--- config.mk ---
export PLATFORM = sky130hd
export DESIGN_NAME = tc_pl_cap_gain_agc
export DESIGN_NICKNAME = d
export VERILOG_FILES = /design/src/rtl/tc_pl_cap_gain_agc.sv
export SDC_FILE = /design/constraint.sdc
export NUM_CORES = 1
export LEC_CHECK = 0
export CORE_MARGIN = 2
export CORE_UTILIZATION = 30
export DETAILED_ROUTE_END_ITERATION = 6
export PLACE_DENSITY_LB_ADDON = 0.3
export SLEW_MARGIN = 10
export SYNTH_ARGS = -nofsm -noshare
export SYNTH_HDL_FRONTEND = slang
export SYNTH_SLANG_ARGS = --single-unit
--- constraint.sdc ---
create_clock -name clk -period 11.2 [get_ports clk]
set_input_delay 1.12 -clock clk [delete_from_list [all_inputs] [get_ports clk]]
set_output_delay 1.12 -clock clk [all_outputs]
set_load 0.03 [all_outputs]
--- src/rtl/tc_pl_cap_gain_agc.sv ---
// tc_pl_cap_gain_agc
// Automatic gain-level controller placed in front of the cap-gain SPI block.
// It measures the peak magnitude of the capture ADC stream over a window and
// moves between three gain levels (0 = low, 1 = mid, 2 = high gain). Each
// change is issued as a one-cycle gset_en pulse with the matching gset_lmh
// code, and the controller then waits for gset_lmh_cmpt. After a completion
// it waits for a settle period so that the new gain's transient is not
// measured.
//
// Ports
//   clk, rst            clock, asynchronous active-low reset
//   agc_en              enables the controller (level)
//   win_len             valid samples per window (0 behaves as 1)
//   settle_len          settle cycles after each completion (0 = none)
//   thr_hi / thr_lo     a peak above thr_hi lowers gain, a peak below thr_lo raises it
//   code_l/_m/_h        gain codes for levels 0 / 1 / 2
//   adc_valid/adc_data  signed capture sample stream
//   gset_en/gset_lmh    gain-set request pulse and gain code to the SPI block
//   gset_lmh_cmpt       completion strobe from the SPI block
//   gain_lvl            level currently applied
//   gain_lock           last window requested no change
//   peak_out            peak of the last completed window
//   agc_busy            controller is not idle
//   agc_err             sticky completion-timeout flag
module tc_pl_cap_gain_agc #(
  parameter int CAP0_13 = 6,
  parameter int ADC_W   = 16,
  parameter int WIN_W   = 16,
  parameter int SET_W   = 16,
  parameter int TO_W    = 20
) (
  input  logic                    clk,
  input  logic                    rst,
  input  logic                    agc_en,
  input  logic [WIN_W-1:0]        win_len,
  input  logic [SET_W-1:0]        settle_len,
  input  logic [ADC_W-2:0]        thr_hi,
  input  logic [ADC_W-2:0]        thr_lo,
  input  logic [CAP0_13-1:0]      code_l,
  input  logic [CAP0_13-1:0]      code_m,
  input  logic [CAP0_13-1:0]      code_h,
  input  logic                    adc_valid,
  input  logic signed [ADC_W-1:0] adc_data,
  output logic                    gset_en,
  output logic [CAP0_13-1:0]      gset_lmh,
  input  logic                    gset_lmh_cmpt,
  output logic [1:0]              gain_lvl,
  output logic                    gain_lock,
  output logic [ADC_W-2:0]        peak_out,
  output logic                    agc_busy,
  output logic                    agc_err
);

  typedef enum logic [2:0] {
    S_IDLE, S_INIT, S_MEAS, S_DECIDE, S_SET, S_WAIT, S_SETTLE
  } state_t;

  state_t state_q, state_d;

  logic [ADC_W-2:0]   mag_p1;
  logic               vld_p1;
  logic [ADC_W-2:0]   peak_q, peak_out_q, peak_nxt;
  logic [WIN_W-1:0]   cnt_q, win_q, win_eff;
  logic [WIN_W:0]     cnt_inc;
  logic [SET_W-1:0]   set_cnt_q;
  logic [TO_W-1:0]    to_cnt_q;
  logic [ADC_W-2:0]   thr_hi_q, thr_lo_q;
  logic [CAP0_13-1:0] code_l_q, code_m_q, code_h_q, gset_lmh_q, tgt_code;
  logic [1:0]         lvl_q, nxt_lvl_q, tgt_lvl;
  logic               lock_q, err_q;
  logic               win_done, go_dn, go_up, to_sat;
  logic               meas_entry, cfg_load, set_entry;

  // Saturating absolute value: the most negative code has no positive twin.
  function automatic logic [ADC_W-2:0] sat_abs(input logic signed [ADC_W-1:0] x);
    logic signed [ADC_W-1:0] neg;
    if (x == {1'b1, {(ADC_W-1){1'b0}}}) return {(ADC_W-1){1'b1}};
    neg = -x;
    return x[ADC_W-1] ? neg[ADC_W-2:0] : x[ADC_W-2:0];
  endfunction

  // Stage p1: registered magnitude; only samples seen while measuring are marked valid
  always_ff @(posedge clk) begin
    mag_p1 <= sat_abs(adc_data);
  end

  assign win_eff  = (win_q == '0) ? WIN_W'(1) : win_q;
  assign cnt_inc  = {1'b0, cnt_q} + 1'b1;
  assign win_done = vld_p1 && (cnt_inc >= {1'b0, win_eff});
  assign peak_nxt = (mag_p1 > peak_q) ? mag_p1 : peak_q;
  assign to_sat   = &to_cnt_q;

  // A high peak wins over a low peak; at the rails the request collapses to a lock.
  assign go_dn = (peak_out_q > thr_hi_q) && (lvl_q != 2'd0);
  assign go_up = !(peak_out_q > thr_hi_q) && (peak_out_q < thr_lo_q) && (lvl_q != 2'd2);

  always_comb begin
    tgt_lvl = lvl_q + 2'd1;
    if (state_q == S_INIT) tgt_lvl = 2'd1;
    else if (go_dn)        tgt_lvl = lvl_q - 2'd1;
  end

  always_comb begin
    tgt_code = code_m_q;
    if (tgt_lvl == 2'd0)      tgt_code = code_l_q;
    else if (tgt_lvl == 2'd2) tgt_code = code_h_q;
  end

  assign meas_entry = (state_d == S_MEAS) && (state_q != S_MEAS);
  assign set_entry  = (state_d == S_SET) && (state_q != S_SET);
  assign cfg_load   = meas_entry || ((state_q == S_IDLE) && (state_d == S_INIT));

  always_ff @(posedge clk or negedge rst) begin
    if (!rst) state_q <= S_IDLE;
    else      state_q <= state_d;
  end

  always_comb begin
    state_d = state_q;
    unique case (state_q)
      S_IDLE:   if (agc_en) state_d = S_INIT;
      S_INIT:   state_d = S_SET;
      S_MEAS:   if (!agc_en) state_d = S_IDLE;
                else if (win_done) state_d = S_DECIDE;
      S_DECIDE: state_d = (go_dn || go_up) ? S_SET : S_MEAS;
      S_SET:    state_d = S_WAIT;
      // agc_en is deliberately not looked at: the SPI transfer must finish.
      S_WAIT:   if (gset_lmh_cmpt) state_d = (settle_len == '0) ? S_MEAS : S_SETTLE;
                else if (to_sat) state_d = S_IDLE;
      S_SETTLE: if (!agc_en) state_d = S_IDLE;
                else if (set_cnt_q == SET_W'(1)) state_d = S_MEAS;
      default:  state_d = S_IDLE;
    endcase
  end

  always_comb begin
    gset_en   = (state_q == S_SET);
    agc_busy  = (state_q != S_IDLE);
    gset_lmh  = gset_lmh_q;
    gain_lvl  = lvl_q;
    gain_lock = lock_q;
    peak_out  = peak_out_q;
    agc_err   = err_q;
  end

  always_ff @(posedge clk or negedge rst) begin
    if (!rst) begin
      vld_p1     <= 1'b0;
      peak_q     <= '0;
      peak_out_q <= '0;
      cnt_q      <= '0;
      win_q      <= '0;
      set_cnt_q  <= '0;
      to_cnt_q   <= '0;
      thr_hi_q   <= '0;
      thr_lo_q   <= '0;
      code_l_q   <= '0;
      code_m_q   <= '0;
      code_h_q   <= '0;
      gset_lmh_q <= '0;
      lvl_q      <= 2'd1;
      nxt_lvl_q  <= 2'd1;
      lock_q     <= 1'b0;
      err_q      <= 1'b0;
    end else begin
      vld_p1 <= adc_valid && (state_q == S_MEAS);

      // Configuration is snapshotted so mid-window edits wait for the next window.
      if (cfg_load) begin
        win_q    <= win_len;
        thr_hi_q <= thr_hi;
        thr_lo_q <= thr_lo;
        code_l_q <= code_l;
        code_m_q <= code_m;
        code_h_q <= code_h;
      end

      if (meas_entry) begin
        peak_q <= '0;
        cnt_q  <= '0;
      end else if ((state_q == S_MEAS) && vld_p1) begin
        peak_q <= peak_nxt;
        cnt_q  <= cnt_q + 1'b1;
        if (win_done) peak_out_q <= peak_nxt;
      end

      if (set_entry) begin
        nxt_lvl_q  <= tgt_lvl;
        gset_lmh_q <= tgt_code;
        lock_q     <= 1'b0;
      end else if ((state_q == S_DECIDE) && (state_d == S_MEAS)) begin
        lock_q <= 1'b1;
      end

      if (state_q == S_SET)                 to_cnt_q <= '0;
      else if ((state_q == S_WAIT) && !to_sat) to_cnt_q <= to_cnt_q + 1'b1;

      if (state_q == S_WAIT) begin
        if (gset_lmh_cmpt) lvl_q <= nxt_lvl_q;
        else if (to_sat)   err_q <= 1'b1;
      end

      if ((state_q == S_WAIT) && (state_d == S_SETTLE)) set_cnt_q <= settle_len;
      else if (state_q == S_SETTLE)                     set_cnt_q <= set_cnt_q - 1'b1;
    end
  end

endmodule

Yosys cells after proc, flatten, opt, wreduce, memory -nomap -nowiden
Index checks and enable logic that the tools add are counted.
{ "totals": {"ff_bits": 177, "latchBits": 0, "ramBits": 0, "rom_bits": 0, "output_inout_bits": 27, "word_cells": 108, "n_memories": 0} }
{ "classes": {"addsub": 7, "n_mul": 0, "n_div": 0, "magnitude_cmp": 4, "n_eq_ne": 16, "n_shift": 0, "n_mux": 30, "bitwise": 2, "n_reduce_logical": 30} }
{ "op_table": {"columns": ["op", "count"], "rows": [
  ["$mux 15", 6],
  ["$mux 16", 5],
  ["$mux 20", 2],
  ["$logic_not 16->1", 2],
  ["$gt 15x15->1", 2],
  ["$mux 3", 9],
  ["$reduce_and 22->1", 1],
  ["$pmux 3 s7", 1],
  ["$add 20x1->20 const B", 1],
  ["$reduce_and 20->1", 1],
  ["$add 16x1->17 const B", 1],
  ["$ge 17x16->1", 1],
  ["$add 16x1->16 const B", 1],
  ["$eq 16x1->1 const B", 1],
  ["$eq 16x16->1 const B", 1],
  ["$sub 16x1->16 const B", 1],
  ["$eq 3x3->1 const B", 5],
  ["$lt 15x15->1", 1],
  ["$neg 15->15", 1],
  ["$logic_and 1x1->1", 12],
  ["$mux 6", 2],
  ["$reduce_bool 2->1", 5],
  ["$eq 3x2->1 const B", 3],
  ["$eq 3x1->1 const B", 2],
  ["16 further kinds", 22]
]} }

Depth between registers and ports, before layout
Gate-level depths: netlist of the first run.
{ "depth": {"ltp_word": 11, "depth_mapped": 14, "mapped_depth_nobuf": 14} }

Worst setup path after synthesis of the first run
Ideal clock, no wire load.
{ "synth_timing": {"path_kind": "flip-flop to flip-flop", "start": "reg cnt_q[0]", "end": "reg nxt_lvl_q[1]", "setup_time_ps": 128, "arrival_ps": 3419, "t_required_ps": 11072, "slack_ps": 7653, "stages_incl_launch_ff": 15, "path_buffers": 1, "synth_period_minus_slack_ps": 3547, "cell_sequence": "dfrtp_1 > nand3_1 > nor4_1 > and3_1 > and3_1 > nand3_1 > xnor2_1 > ha_1 > nand3_1 > o21bai_1 > and4b_1 > a31oi_1 > or4b_1 > buf_2 > mux2_1"} }
{ "synth_between": {"elab_chain_cells": 8} }
{ "synth_rtl": {"columns": ["item", "line_no", "rtl"], "rows": [
  ["start: declaration", "63", "logic [WIN_W-1:0] cnt_q, win_q, win_eff;"],
  ["start signal: assignment", "183", "cnt_q <= cnt_q + 1'b1;"],
  ["$add 16x1->17", "88", "assign cnt_inc = {1'b0, cnt_q} + 1'b1;"],
  ["$ge 17x16->1", "89", "assign win_done = vld_p1 && (cnt_inc >= {1'b0, win_eff});"],
  ["$logic_and 1x1->1", "89", null],
  ["$mux 3", "124", "else if (win_done) state_d = S_DECIDE;"],
  ["$mux 3", "123", "S_MEAS: if (!agc_en) state_d = S_IDLE;"],
  ["$pmux 3 s7", "120", "unique case (state_q)"],
  ["$eq 3x3->1", "110", "assign set_entry = (state_d == S_SET) && (state_q != S_SET);"],
  ["$logic_and 1x1->1", "110", null],
  ["end signal: assignment", "188", "nxt_lvl_q <= tgt_lvl;"],
  ["end: declaration", "69", "logic [1:0] lvl_q, nxt_lvl_q, tgt_lvl;"]
]} }
Every way passes these cells.
A chain may end at the register's enable or synchronous reset.

Worst setup path in the final report of the first run
{ "layout_timing": {"start": "reg peak_out_q[9] (netlist: peak_out[9])", "end": "reg thr_hi_q[9]"} }
{ "layout_between": {"elab_chain_cells": 10} }
{ "layout_rtl": {"columns": ["item", "line_no", "rtl"], "rows": [
  ["start: declaration", "62", "logic [ADC_W-2:0] peak_q, peak_out_q, peak_nxt;"],
  ["start signal: assignment", "184", "if (win_done) peak_out_q <= peak_nxt;"],
  ["$gt 15x15->1", "94, 95", null],
  ["$logic_not 1->1", "95", "assign go_up = !(peak_out_q > thr_hi_q) && (peak_out_q < thr_lo_q) && (lvl_q != 2'd2);"],
  ["$logic_and 1x1->1 (2 in series)", "95", null],
  ["$logic_or 1x1->1 (*)", "125", "S_DECIDE: state_d = (go_dn || go_up) ? S_SET : S_MEAS;"],
  ["$mux 3 (*)", "125", null],
  ["$pmux 3 s7 (*)", "120", null],
  ["$eq 3x2->1 or $eq 3x1->1 (tied branches)", "109, 111", null],
  ["$logic_and 1x1->1, on equally long branches", "109, 111", null],
  ["$logic_or 1x1->1 (*)", "111", "assign cfg_load = meas_entry || ((state_q == S_IDLE) && (state_d == S_INIT));"],
  ["end signal: assignment", "171", "thr_hi_q <= thr_hi;"],
  ["end: declaration", "67", "logic [ADC_W-2:0] thr_hi_q, thr_lo_q;"]
]} }
Every way passes the cells marked *; elsewhere a longest branch is shown, timed or not.

==> flow_metrics.tcl, run 1 <==
set metrics [dict create \
    routed_wl_um 23200 \
    drt-wirelength-per-cell_um 15.2 \
    clkLatencyLatePin_ns 0.44 \
    multi_input_area_sq_um 5090 \
    die_x_um 185 \
    diodes 0 \
    dp_hpwl_um 17000 \
    yosysTopAreaCellShare 0.406 \
    coreArea_sq_um 32500 \
    arrival_ns 5.19 \
    required_ns 11.52 \
    dieArea_sq_um 34300 \
    fmax_ghz 0.205 \
    synth_area_leaders "dfrtp_1, mux2_4, ha_1" \
    rsz0062_at_grt "no" \
    fp.dieH_um 185 \
    antenna_found_initial 0 \
    synth_top_area_cell "dfrtp_1" \
    path_cells "ha_1 -> nand4_1 -> a211oi_1 -> a2111oi_0 -> o21a_1 -> o211a_1 -> nor2_2 -> buf_4 -> a21oi_4 -> buf_4 -> mux2_4" \
    slew_headroom 0.241 \
    ys.flop_type "dfrtp_1" \
    synthSimpleGateAreaFrac 0.147 \
    clkSlewWorstSetupHoldPaths_ns 0.07 \
    p_per_area_nw_per_um2 243 \
    setup_viol 0 \
    hp-class "flip-flop to flip-flop" \
    synthDistinctLibCells 64 \
    grt_pass1_vias 7305 \
    syn-num-nets 1120 \
    yosys.area_share.adder 0.0825 \
    synth.area.mux_share 0.145 \
    cp_max_fo 48 \
    viasPerCell 4.67 \
    post-cts-setup-buffer-count 0 \
    port-buffer-count 127 \
    grt_max_degree 98 \
    end_kind "flip-flop" \
    gr-total-overflow 0 \
    seq_area_sq_um 4360 \
    avgSynthCellArea_sq_um 10.3 \
    tightestPinTransition_ns 1.11 \
    cts.sinks 177 \
    max_stage_delay_ns 0.97 \
    yosysSeqAreaShare 0.442 \
    grt_pass1_wl_um 38100 \
    synth_top_family_by_area "simple AND/OR/NAND/NOR gates" \
    ioPinCount 128 \
    mappedNetlistArea_sq_um 9850 \
    nFillCells 3228 \
    numCtsBuffers 17 \
    cts_root_buf "clkbuf_16" \
    crit_top_cell "buf_4" \
    yosys_warnings 0 \
    synthTopCellsByCount "dfrtp_1, nand2_1, nor2_1" \
    worst_hold_slack_ns 0.486 \
    skew_ns 0.0112 \
    drv_slew 0 \
    crit_type "flip-flop to flip-flop" \
    ant_nets 0 \
    firstDrtPassIters 5 \
    worst_ir_drop_vdd_mv 0.153 \
    async_flop_share 0.915 \
    max-cap-violations 0 \
    cts_max_level 4 \
    hold_viol 0 \
    grt_usage 0.141 \
    fin_nets 1243 \
    fin_crit_ns 4.87 \
    drc 0 \
    ctsResizeCount 0 \
    ys_ff_latch 177 \
    yosys.cell_count.top_type "dfrtp_1" \
    p_leak_uw 0.00570 \
    synthCells 954 \
    initial_core_util 0.304 \
    cp-start-kind "flip-flop" \
    setup_tns_ns 0 \
    finalCritPeriodShare 0.435 \
    layout-drive-gt1-share 0.116 \
    run_status "complete, no violations" \
    clockBufferDepth 2 \
    detailroute.via_count 7153 \
    ctsHoldBuffers 0 \
    area_growth_pct 23.2 \
    synth-xor-area-share 0.0604 \
    synth_compound_area_frac 0.0808 \
    gp_congestion 0.810 \
    slowest_stage "a2111oi_0" \
    cts_tree "built" \
    drt-initial-drc-count 346 \
    core.rowCount 66 \
    synth-edff-count 0 \
]
-- path summary, 6_finish.rpt --
check | end | slack [ns] | from | cells past startpoint
setup reg to reg | thr_hi_q[9] | 6.33 | peak_out[9] | 11
max in group asynchronous | thr_lo_q[10] | 8.97 | rst | 2
hold / removal | agc_err | 0.49 | agc_err | 1
hold reg to reg | agc_err | 0.49 | agc_err | 1
setup / recovery | thr_hi_q[9] | 6.33 | peak_out[9] | 11
min in group asynchronous | set_cnt_q[8] | 0.78 | rst | 1
-- layout make-up --
cell class,count,area share
repair buffers,134,0.109
flip-flops and latches,177,0.359
well taps,442,0.0456
inverters,69,0.0213
clock inverters,14,0.0100
clock buffers,18,0.0354
multi-input cells,678,0.420
-- power breakdown --
| group | leakage [uW] | switching (uW) | internal (uW) |
|---|---|---|---|
| clock | 0.000262 | 282 | 292 |
| sequential | 0.00217 | 217 | 886 |
| combinational | 0.00326 | 610 | 660 |
-- layout by cell type (no fill, tap or decap), drive strengths merged, types with 5 or more instances in the layout --
cell	n
dfrtp	160
clkdlybuf4s50	126
nand2	94
nor2	91
inv	77
mux2	74
ha	65
o21ai	59
xor2	41
mux2i	37
xnor2	27
nand3	25
a21oi	25
nand4	18
clkbuf	18
nor3	16
dfxtp	15
and3	12
nor4	10
buf	8
and4	7
o21a	6
a211oi	6
nor2b	5
a21o	5
o211ai	5
or4	5
-- registers in the layout, indices dropped and copies added (netlist names), 2 cells and up --
name       flops
thr_hi_q      15
nxt_lvl_q      2
peak_out      15
state_q        3
to_cnt_q      20
gain_lvl       2
cnt_q         16
mag_p1        15
set_cnt_q     16
peak_q        15
thr_lo_q      15
code_l_q       6
code_h_q       6
gset_lmh       6
code_m_q       6
win_q         16
-- metal layers --
layer / up-vias / GRT usage / share of wire
li1: 3554 / - / -
met1: 3449 / 0.190 / 0.49
met2: 132 / 0.227 / 0.46
met3: 18 / 0.0311 / 0.038
met4: 0 / 0.0422 / 0.015
met5: - / 0 / 0
-- logic make-up after synthesis --
group / count (synthesis)
adder cells (fa/ha/maj): 65
XOR/XNOR: 68
multiplexers: 111
buffers and inverters: 99
AO/OA/AOI/OAI: 129
flip-flops: 177
AND/OR/NAND/NOR: 305
-- worst max-delay path, delay by kind of cell, from the launching register on --
kind	cells	cell delay (ns)
AO/OA/AOI/OAI	5	2.23
AND/OR/NAND/NOR	2	0.25
adder cells (fa/ha/maj)	1	0.34
buffers and inverters	2	1.05
flip-flops	1	0.45
multiplexers	1	0.35
-- stage by stage --
| stage | power (uW) | setup slack, ns | area [sq um] | instances | util |
|---|---|---|---|---|---|
| after floorplan | 2030 | 7.65 | 9850 | 954 | - |
| after global placement | 2360 | 6.42 | 11600 | 1500 | 0.357 |
| after detailed placement | 2390 | 6.40 | 11600 | 1500 | 0.357 |
| after CTS | 2980 | 6.34 | 12100 | 1532 | 0.374 |
| after global routing | 3180 | 6.08 | 12100 | 1532 | 0.374 |
| final | 2950 | 6.33 | 12100 | 1532 | 0.374 |
No activity file was read; power rests on OpenSTA's default activity.
==> inputs of run 2 (changes only) <==
==> constraint.sdc (replaced) <==
create_clock -name clk -period 4.2 [get_ports clk]
set_input_delay 0.42 -clock clk [delete_from_list [all_inputs] [get_ports clk]]
set_output_delay 0.42 -clock clk [all_outputs]
set_load 0.03 [all_outputs]
==> run 2 against run 1 <==
Net effect: die area did not move; count of clock-buffer cells in the layout rose by 1; register-to-register slack got worse by 6.0 ns; design area increased by 0.94%; hold slack worse by 0.44 ns; sequential share of layout area is 0.33 points lower; final cell count up 0.46%; maximum frequency grew 25%.
==> flow_metrics.tcl, run 2 (synthesis gave the netlist of run 1 again) <==
set metrics [dict create \
    fin_nets 1250 \
    numCtsBuffers 17 \
    cts_root_buf "clkbuf_16" \
    cts_tree "built" \
    grt_usage 0.141 \
    post-cts-setup-buffer-count 0 \
    fin_ws_ns 0.295 \
    dpl_worst_slack_ns 0.301 \
    grt_max_degree 92 \
    firstDrtPassIters 4 \
    r2r_start "peak_out[9]" \
    clkLatencyLatePin_ns 0.45 \
    ff2ff_path_depth 11 \
    die_x_um 185 \
    area_growth_pct 24.3 \
    setup_tns_ns 0 \
    detailroute.via_count 7114 \
    hp-class "input port to asynchronous set/reset pin" \
    skew_ns 0.0114 \
    slew_headroom 0.397 \
    drc 0 \
    fin_crit_ns 3.90 \
    gp_congestion 0.826 \
    routed_wl_um 23000 \
    cp-start-kind "flip-flop" \
    core.rowCount 66 \
    layout-drive-gt1-share 0.120 \
    ctsResizeCount 0 \
    ioPinCount 128 \
    dieArea_sq_um 34300 \
    coreArea_sq_um 32500 \
    max-cap-violations 0 \
    setup_viol 0 \
    drv_slew 0 \
    arrival_ns 4.23 \
    initial_core_util 0.304 \
    largest_reg_flops 20 \
    finalCritPeriodShare 0.930 \
    ff2ff_setup_slack_ns 0.30 \
    cp_max_fo 48 \
    end_kind "flip-flop" \
    clockBufferDepth 2 \
    fmax_ghz 0.256 \
    tightestPinTransition_ns 0.905 \
    regMostFlops "to_cnt_q" \
    dp_hpwl_um 17100 \
    clkSlewWorstSetupHoldPaths_ns 0.07 \
    setup.worst_path.start "peak_out[9]" \
    final_common_cell "dfrtp_1" \
    port-buffer-count 127 \
    regToRegEndpoint "thr_lo_q[11]" \
    diodes 0 \
    grt_util_met2 0.222 \
    required_ns 4.53 \
    rsz0062_at_grt "no" \
    antenna_found_initial 0 \
    crit_type "flip-flop to flip-flop" \
    ctsHoldBuffers 0 \
    drt-wirelength-per-cell_um 15.0 \
    drt-initial-drc-count 290 \
    grt_use_met3 0.0352 \
    hold_viol 0 \
    gr-total-overflow 0 \
    use_met1 0.189 \
    p_per_area_nw_per_um2 654 \
    fp.dieH_um 185 \
    viasPerCell 4.62 \
    layout_common_cells "dfrtp_1, clkdlybuf4s50_1, nand2_1" \
    grt_pass1_wl_um 37900 \
    grt_pass1_vias 7184 \
    run_status "complete, no violations" \
    worst_ir_drop_vdd_mv 0.397 \
    cts.sinks 177 \
    grt.busiest_layer "met2" \
    endpoint "thr_lo_q[11]" \
    ant_nets 0 \
    p_leak_uw 0.00577 \
    cts_max_level 4 \
]
==> run 2: cell count changes in the layout (fill, tap and decap cells not counted), moves of 2 or more <==
| cell | change |
|---|---|
| buf_4 | +7 |
| bufinv_16 | +3 |
| clkinvlp_4 | -3 |
| inv_8 | -2 |
==> run 2: worst min-delay path by stage <==
stage                  from  slack [ns]             to
3_5_place_dp        agc_err        0.47        agc_err
3_3_place_gp   set_cnt_q[9]        0.48   set_cnt_q[9]
6_report                rst        0.05  set_cnt_q[11]
2_1_floorplan           rst        0.12        agc_err
5_1_grt                 rst        0.14  set_cnt_q[11]
4_1_cts                 rst        0.09       win_q[4]
==> run 2: metrics by stage <==
stage	cell area (sq um)	power (uW)	std cells	utilization	hold WS (ns)
2_1_floorplan	9850	5430	954	-	0.124
3_3_place_gp	11600	6320	1507	0.359	0.476
3_5_place_dp	11600	6380	1507	0.359	0.470
4_1_cts	12300	8130	1539	0.378	0.0930
5_1_grt	12300	8650	1539	0.378	0.139
6_report	12300	8020	1539	0.378	0.0451
==> run 2: final cells by class <==
cell class	count	area [sq um]
clock buffer	19	443
clock inverter	13	171
sequential	177	4360
tap	442	553
inverter	69	259
fill	3252	20200
timing repair buffer	141	1380
multi-input combinational	678	5090
==> run 2: critical path, stage by stage, from the launching register on <==
cell and delay (ns):
dfrtp_1 0.45, ha_1 0.32, nand4_1 0.22, a211oi_1 0.42, a2111oi_0 0.14, buf_4 0.17, o31ai_2 0.47, o211a_1 0.31
nor2_2 0.08, a21oi_4 0.12, buf_4 0.68, mux2_4 0.35
==> run 2: power breakdown <==
group | total (uW) | switching, uW | internal [uW]
clock | 1700 | 729 | 966
sequential | 2940 | 573 | 2360
combinational | 3390 | 1620 | 1770
total | 8020 | 2920 | 5100
==> run 2: layer usage <==
layer	wire [um]	vias up
li1	-	3573
met1	11000	3394
met2	10600	125
met3	1080	22
met4	365	0
met5	0	-
